--- src/rtl/adc_capture_ctrl.sv ---
// adc_capture_ctrl: capture sequencer in the ADC clock domain.
// A trigger starts an optional pre-delay, followed by a capture of i_len+1 words. Each word is
// the raw sum of 2^d consecutive ADC samples and is written to the sample buffer that the FT600
// readout path drains. A one-cycle o_done pulse marks completion for the toggle-based crossing
// back to the FT clock domain.
// Build option: define ADC_CLIP_FLAG_EN to set o_wr_data[15] when any sample in a word's window
// sits at either rail (0 or all ones). Without it, bit 15 is tied to 0 and no clip logic exists.
module adc_capture_ctrl #(
    parameter int unsigned ADC_W  = 10,
    parameter int unsigned MEM_AW = 13,
    parameter int unsigned DLY_W  = 16
) (
    input  logic              i_adc_clk,
    input  logic              rst,
    input  logic              i_trig,
    input  logic              i_abort,
    input  logic [DLY_W-1:0]  i_delay,
    input  logic [2:0]        i_decim,
    input  logic [MEM_AW-1:0] i_len,
    input  logic [ADC_W-1:0]  i_adc_data,
    output logic              o_wr_en,
    output logic [MEM_AW-1:0] o_wr_addr,
    output logic [15:0]       o_wr_data,
    output logic              o_busy,
    output logic              o_done
);

    // 10-bit samples summed over at most 16 clocks fit exactly in 14 bits.
    localparam int unsigned AccW = 14;

    typedef enum logic [1:0] {
        StIdle,
        StDelay,
        StCapture,
        StDone
    } state_e;

    state_e state_q, state_d;

    // Parameters latched at trigger time; inputs are ignored for the rest of the capture.
    logic [DLY_W-1:0]  dly_q, dly_d;
    logic [MEM_AW-1:0] len_q, len_d;
    logic [3:0]        win_max_q, win_max_d;

    // Capture datapath.
    logic [3:0]        win_q, win_d;
    logic [AccW-1:0]   acc_q, acc_d;
    logic [MEM_AW-1:0] addr_q, addr_d;

    // Registered buffer-side outputs.
    logic              wr_en_q, wr_en_d;
    logic [MEM_AW-1:0] wr_addr_q, wr_addr_d;
    logic [15:0]       wr_data_q, wr_data_d;
    logic              busy_q, busy_d;
    logic              done_q, done_d;

    logic              start;
    logic              abort_active;
    logic              win_last;
    logic              word_last;
    logic [AccW-1:0]   sample_ext;
    logic [AccW-1:0]   sum;

`ifdef ADC_CLIP_FLAG_EN
    logic              clip_q, clip_d;
    logic              sample_clip;
    logic              win_clip;
`endif

    // Window length minus one for a decimation exponent; exponents above 4 clamp to 4.
    function automatic logic [3:0] win_mask(input logic [2:0] decim);
        logic [3:0] m;
        unique case (decim)
            3'd0:    m = 4'd0;
            3'd1:    m = 4'd1;
            3'd2:    m = 4'd3;
            3'd3:    m = 4'd7;
            default: m = 4'd15;
        endcase
        return m;
    endfunction

    // Abort beats a simultaneous trigger in idle.
    assign start        = (state_q == StIdle) && i_trig && !i_abort;
    assign abort_active = (state_q != StIdle) && i_abort;

    assign sample_ext = AccW'(i_adc_data);
    // Sum including the sample taken on this edge, so a window closes without losing it.
    assign sum        = acc_q + sample_ext;
    assign win_last   = (win_q == win_max_q);
    assign word_last  = win_last && (addr_q == len_q);

`ifdef ADC_CLIP_FLAG_EN
    assign sample_clip = (i_adc_data == '0) || (i_adc_data == {ADC_W{1'b1}});
    assign win_clip    = clip_q | sample_clip;
`endif

    // State register.
    always_ff @(posedge i_adc_clk or posedge rst) begin
        if (rst) begin
            state_q <= StIdle;
        end else begin
            state_q <= state_d;
        end
    end

    // Next-state logic.
    always_comb begin
        state_d = state_q;
        if (abort_active) begin
            state_d = StIdle;
        end else begin
            unique case (state_q)
                StIdle: begin
                    if (start) begin
                        state_d = (i_delay == '0) ? StCapture : StDelay;
                    end
                end
                StDelay: begin
                    // dly_q holds the clocks still to wait, including this one.
                    if (dly_q == DLY_W'(1)) begin
                        state_d = StCapture;
                    end
                end
                StCapture: begin
                    if (word_last) begin
                        state_d = StDone;
                    end
                end
                StDone: begin
                    state_d = StIdle;
                end
                default: begin
                    state_d = StIdle;
                end
            endcase
        end
    end

    // Datapath and output next-state logic.
    always_comb begin
        dly_d     = dly_q;
        len_d     = len_q;
        win_max_d = win_max_q;
        win_d     = win_q;
        acc_d     = acc_q;
        addr_d    = addr_q;
        wr_en_d   = 1'b0;
        wr_addr_d = wr_addr_q;
        wr_data_d = wr_data_q;
        busy_d    = busy_q;
        done_d    = 1'b0;
`ifdef ADC_CLIP_FLAG_EN
        clip_d    = clip_q;
`endif

        unique case (state_q)
            StIdle: begin
                if (start) begin
                    dly_d     = i_delay;
                    len_d     = i_len;
                    win_max_d = win_mask(i_decim);
                    win_d     = '0;
                    acc_d     = '0;
                    addr_d    = '0;
                    busy_d    = 1'b1;
`ifdef ADC_CLIP_FLAG_EN
                    clip_d    = 1'b0;
`endif
                end
            end
            StDelay: begin
                dly_d = dly_q - DLY_W'(1);
            end
            StCapture: begin
                acc_d = sum;
                win_d = win_q + 4'd1;
`ifdef ADC_CLIP_FLAG_EN
                clip_d = win_clip;
`endif
                if (win_last) begin
                    wr_en_d   = 1'b1;
                    wr_addr_d = addr_q;
                    wr_data_d = {2'b00, sum};
`ifdef ADC_CLIP_FLAG_EN
                    wr_data_d[15] = win_clip;
                    clip_d        = 1'b0;
`endif
                    // Next window starts from zero on this same edge.
                    acc_d  = '0;
                    win_d  = '0;
                    addr_d = addr_q + MEM_AW'(1);
                end
            end
            StDone: begin
                done_d = 1'b1;
                busy_d = 1'b0;
            end
            default: begin
                busy_d = 1'b0;
            end
        endcase

        // A partial window is dropped on abort and no completion is reported.
        if (abort_active) begin
            wr_en_d = 1'b0;
            busy_d  = 1'b0;
            done_d  = 1'b0;
            acc_d   = '0;
            win_d   = '0;
`ifdef ADC_CLIP_FLAG_EN
            clip_d  = 1'b0;
`endif
        end
    end

    // Datapath and output registers.
    always_ff @(posedge i_adc_clk or posedge rst) begin
        if (rst) begin
            dly_q     <= '0;
            len_q     <= '0;
            win_max_q <= '0;
            win_q     <= '0;
            acc_q     <= '0;
            addr_q    <= '0;
            wr_en_q   <= 1'b0;
            wr_addr_q <= '0;
            wr_data_q <= '0;
            busy_q    <= 1'b0;
            done_q    <= 1'b0;
`ifdef ADC_CLIP_FLAG_EN
            clip_q    <= 1'b0;
`endif
        end else begin
            dly_q     <= dly_d;
            len_q     <= len_d;
            win_max_q <= win_max_d;
            win_q     <= win_d;
            acc_q     <= acc_d;
            addr_q    <= addr_d;
            wr_en_q   <= wr_en_d;
            wr_addr_q <= wr_addr_d;
            wr_data_q <= wr_data_d;
            busy_q    <= busy_d;
            done_q    <= done_d;
`ifdef ADC_CLIP_FLAG_EN
            clip_q    <= clip_d;
`endif
        end
    end

    assign o_wr_en   = wr_en_q;
    assign o_wr_addr = wr_addr_q;
    assign o_wr_data = wr_data_q;
    assign o_busy    = busy_q;
    assign o_done    = done_q;

endmodule

--- config.mk ---
export PLATFORM = sky130hd
export DESIGN_NAME = adc_capture_ctrl
export DESIGN_NICKNAME = d
export VERILOG_FILES = /design/src/rtl/adc_capture_ctrl.sv
export SDC_FILE = /design/constraint.sdc
export NUM_CORES = 1
export LEC_CHECK = 0
export CELL_PAD_IN_SITES_DETAIL_PLACEMENT = 0
export CELL_PAD_IN_SITES_GLOBAL_PLACEMENT = 1
export CORE_UTILIZATION = 35
export CTS_CLUSTER_SIZE = 40
export DETAILED_ROUTE_END_ITERATION = 6
export DONT_BUFFER_PORTS = 1
export PLACE_DENSITY_LB_ADDON = 0.1
export RECOVER_POWER = 100
export SYNTH_ARGS = -nofsm -noshare
export SYNTH_HDL_FRONTEND = slang
export SYNTH_SLANG_ARGS = --single-unit
--- constraint.sdc ---
create_clock -name i_adc_clk -period 3.6 [get_ports i_adc_clk]
set_clock_uncertainty 0.1 [all_clocks]
set_input_delay 0.72 -clock i_adc_clk [delete_from_list [all_inputs] [get_ports i_adc_clk]]
set_output_delay 0.72 -clock i_adc_clk [all_outputs]
set_load 0.005 [all_outputs]
==> metrics.md <==
| Metric | Value |
|---|---|
| Initial antenna violation count | `0` |
| Worst VDD drop | `0.0003565 V` |
| Syn Inst Count | `590` |
| H-tree level count | `3` |
| WL/cell | `17.30 µm` |
| Core Region | `0.01470 mm²` |
| Seq/Total Area, Yosys | `0.4501` |
| Final ANT Viol Nets | `0` |
| Synth warn | `0` |
| Final setup TNS | `0 ns` |
| Port bufs | `0` |
| Post-synth cell types | `62` |
| NumNets Final | `646` |
| DIE WIDTH | `125.5 µm` |
| Vias in the first global route | `4142` |
| Post-synth top area cell | `dfrtp_1` |
| Non-filler cells, final | `769` |
| Clk pwr share | `0.248` |
| Remaining Overflow, GRT | `0` |
| Post-Route Utilization | `0.3951` |
| Critical path class | `flop to flop` |
| Post-synthesis simple-gate area fraction | `0.2164` |
| Final GP Congestion | `0.7535` |
| # DRC | `4` |
| Most frequent cells in the layout | `nand2_1, dfrtp_1, nor2_1, o21ai_0, a21oi_1` |
| Worst-path clk slew | `0.07 ns` |
| Failing checks | `DRC, capacitance limit, slew limit` |
| Area delta synth->final | `8.814%` |
| Die ar. | `0.01575 mm²` |
| Synth area leaders | `dfrtp_1, nand2_1, ha_1` |
| Layout cells sized above 1 | `0.07521` |
| Post-CTS Setup Repair Bufs | `0` |
| Clock latency at the later pin of the worst-skew pair | `0.35 ns` |
| Cells after DPL | `754` |
| Post-cts resize count | `0` |
| Final period util | `0.7459` |
| Global-route met1 utilization | `0.2547` |
| Initial DRC count | `219` |
| Hold Path Class | `input port to flop` |
| CTS root buf | `clkbuf_16` |
| Hold EP | `o_busy` |
| DR vias | `4209` |
| R2R setup slack | `0.91 ns` |
| Sw Ratio | `0.3808` |
| Syn Area/Cell | `9.047 µm²` |
| Pre-antenna DRT Iters | `7` |
| Synth Area in Compound Gates | `0.1669` |
| Num CTS Buffers | `9` |
| Startpoint Class | `flop` |
| Critical Path Fanout Max | `19` |
| EDFF count, synth | `0` |
| Number of antenna diodes | `0` |
| Max Slew Vio Count | `55` |
| Sinks on Clock Net | `96` |
| Combinational fraction of design power | `0.347` |
| Status | `finished with violations` |
| First-pass GRT wire length | `22.04 mm` |
| Sw Pwr | `1.606 mW` |
| Max-cap violation count | `1` |
| Core Rows | `44` |
| Post-layout total power | `4.217 mW` |
| Boundary pin count | `78` |
| Most Crowded Layer GR | `met2` |
| Leak | `2.597 nW` |
| Largest net degree at the start of global routing | `56` |
| Mux contribution to synthesized area | `0.03657` |
| GRT Util Overall | `0.1778` |
| Area share of fa/ha/maj cells after synthesis | `0.04594` |
| Crit path capture type | `flop` |
| FMAX | `372.4 MHz` |
| Synthesized area | `0.005338 mm²` |
| Fill cell count | `1448` |
| XOR/XNOR Fraction of Synth Area | `0.04923` |
| DRT Wirelength | `13.31 mm` |
| Number of hold buffers added after CTS | `0` |
| Hold path start | `i_abort` |
| Seq pwr share | `0.405` |
| Async S/R FF share, synth | `1.000` |
| Vias/cell | `5.473` |
| Data arrival time at the worst-slack endpoint | `2.87 ns` |
| Unrepaired setup endpoints after global routing | `false` |
| CTS tree | `done` |
| Met3 Use GR | `0.03594` |
| Register-to-Register Path Depth | `6` |
| Most common cell after layout, fill and taps aside | `nand2_1` |
| GRT met2 Usage | `0.2634` |
| Synth top area share | `0.4501` |
| Power density over cell area | `726.0 mW/mm²` |
| Initial Utilization | `0.3631` |
| Actual slew at the worst max-slew pin | `2.243 ns` |
| Clock buffer depth | `2` |
| RR Startpoint | `state_q[0]` |
| Die height | `125.5 µm` |
| Reg2Reg Capture Point | `acc_q[7]` |
| Final setup margin | `0.9148 ns` |
| Endpoints failing hold | `0` |
| Worst EP required | `3.78 ns` |
| Final setup vio count | `0` |
| Main combinational cell family by area after synthesis | `simple AND/OR/NAND/NOR gates` |
| Minimum clock period | `2.685 ns` |
| FF+latch count, synth | `96` |
| Int Pwr | `2.611 mW` |
| Dpl ws | `0.6234 ns` |
| Slew margin rel. | `-0.4972` |
| Dominant synthesized flop cell | `dfrtp_1` |
| Hold-critical path depth | `1` |
| Post-DP HPWL | `9.450 mm` |
==> metrics by stage <==
stage	area, µm²	hold WS, ns
floorplan	5341	0.3633
global placement	5517	0.3816
detailed placement	5517	0.3889
CTS	5833	0.3037
global route	5808	0.3673
finish	5808	0.3656
==> critical path, cell delays in order (launching register included) <==
cell,delay (ns)
dfrtp_1,0.42
inv_1,0.09
ha_1,0.55
nand2_1,0.31
or3_1,0.53
or4_1,0.54
nand3_1,0.08
==> flip-flops by register name, indices dropped and copies added, names as in the netlist, 2 cells and up <==
register and cells:
o_wr_addr 13, win_q 4, acc_q 14, win_max_q 4
len_q 13, state_q 2, addr_q 13, dly_q 16
o_wr_data 14
==> kinds of logic (layout without fill, tap and decap cells) <==
group           Yosys count  after routing
mux                      18             18
simple gates            247            247
flops                    96             96
compound gates          136            136
buf+inv                  43             37
xor+xnor                 30             30
other cells               1              2
fa+ha+maj                19             19
==> how the worst max path moves through the flow <==
stage,start,endpoint,slack (ns),cells after the start
finish,state_q[0],acc_q[7],0.91,6
global route,rst,o_busy,0.63,1
CTS,acc_q[0],o_wr_data[12],0.95,7
detailed placement,i_adc_data[0],o_wr_data[12],0.62,7
global placement,i_adc_data[0],o_wr_data[12],0.67,7
floorplan,rst,acc_q[0],0.27,1
==> cells in the mapped netlist (3+ instances only) <==
cell / number
a2111oi_0: 3
nor4_1: 10
and2_1: 4
xnor2_1: 18
and3_1: 7
o22a_1: 4
buf_2: 4
o21ai_0: 31
or2_2: 7
nor2_1: 40
or4_1: 5
mux2i_1: 6
or3_1: 4
inv_1: 13
o21a_1: 5
nand3_1: 23
xor2_1: 12
a31oi_1: 9
ha_1: 18
o211ai_1: 6
o22ai_1: 9
nand2b_1: 3
a22o_1: 9
a211oi_1: 7
clkbuf_1: 19
nand4_1: 7
dfrtp_1: 96
a21oi_1: 29
mux2_2: 12
nand2_1: 119
a21o_1: 3
nor3_1: 6
==> cell type report <==
type / instances / area, µm² / share of cell area
Clock inverter: 6 / 91.34 / 0.01573
Clock buffer: 9 / 225.2 / 0.03878
Multi-Input combinational cell: 452 / 2738 / 0.4713
Tap cell: 184 / 230.2 / 0.03964
Inverter: 14 / 52.55 / 0.009048
Sequential cell: 96 / 2402 / 0.4136
Timing Repair Buffer: 8 / 68.82 / 0.01185
==> routing by layer <==
layer	wire length (µm)	up-vias	part of all wire
li1	-	2101	-
met1	6845	2006	0.51
met2	5679	88	0.43
met3	569	14	0.043
met4	211	0	0.016
met5	0	-	0
==> power groups by stage <==
stage | logic (mW) | clock network, mW | registers (mW)
6_report | 1.46 | 1.05 | 1.71
2_1_floorplan | 1.18 | 0 | 1.63
3_3_place_gp | 1.45 | 0 | 1.72
3_5_place_dp | 1.49 | 0 | 1.73
4_1_cts | 1.49 | 1.08 | 1.71
5_1_grt | 1.65 | 1.12 | 1.76
Note: power is estimated with default switching activity, not from simulation.
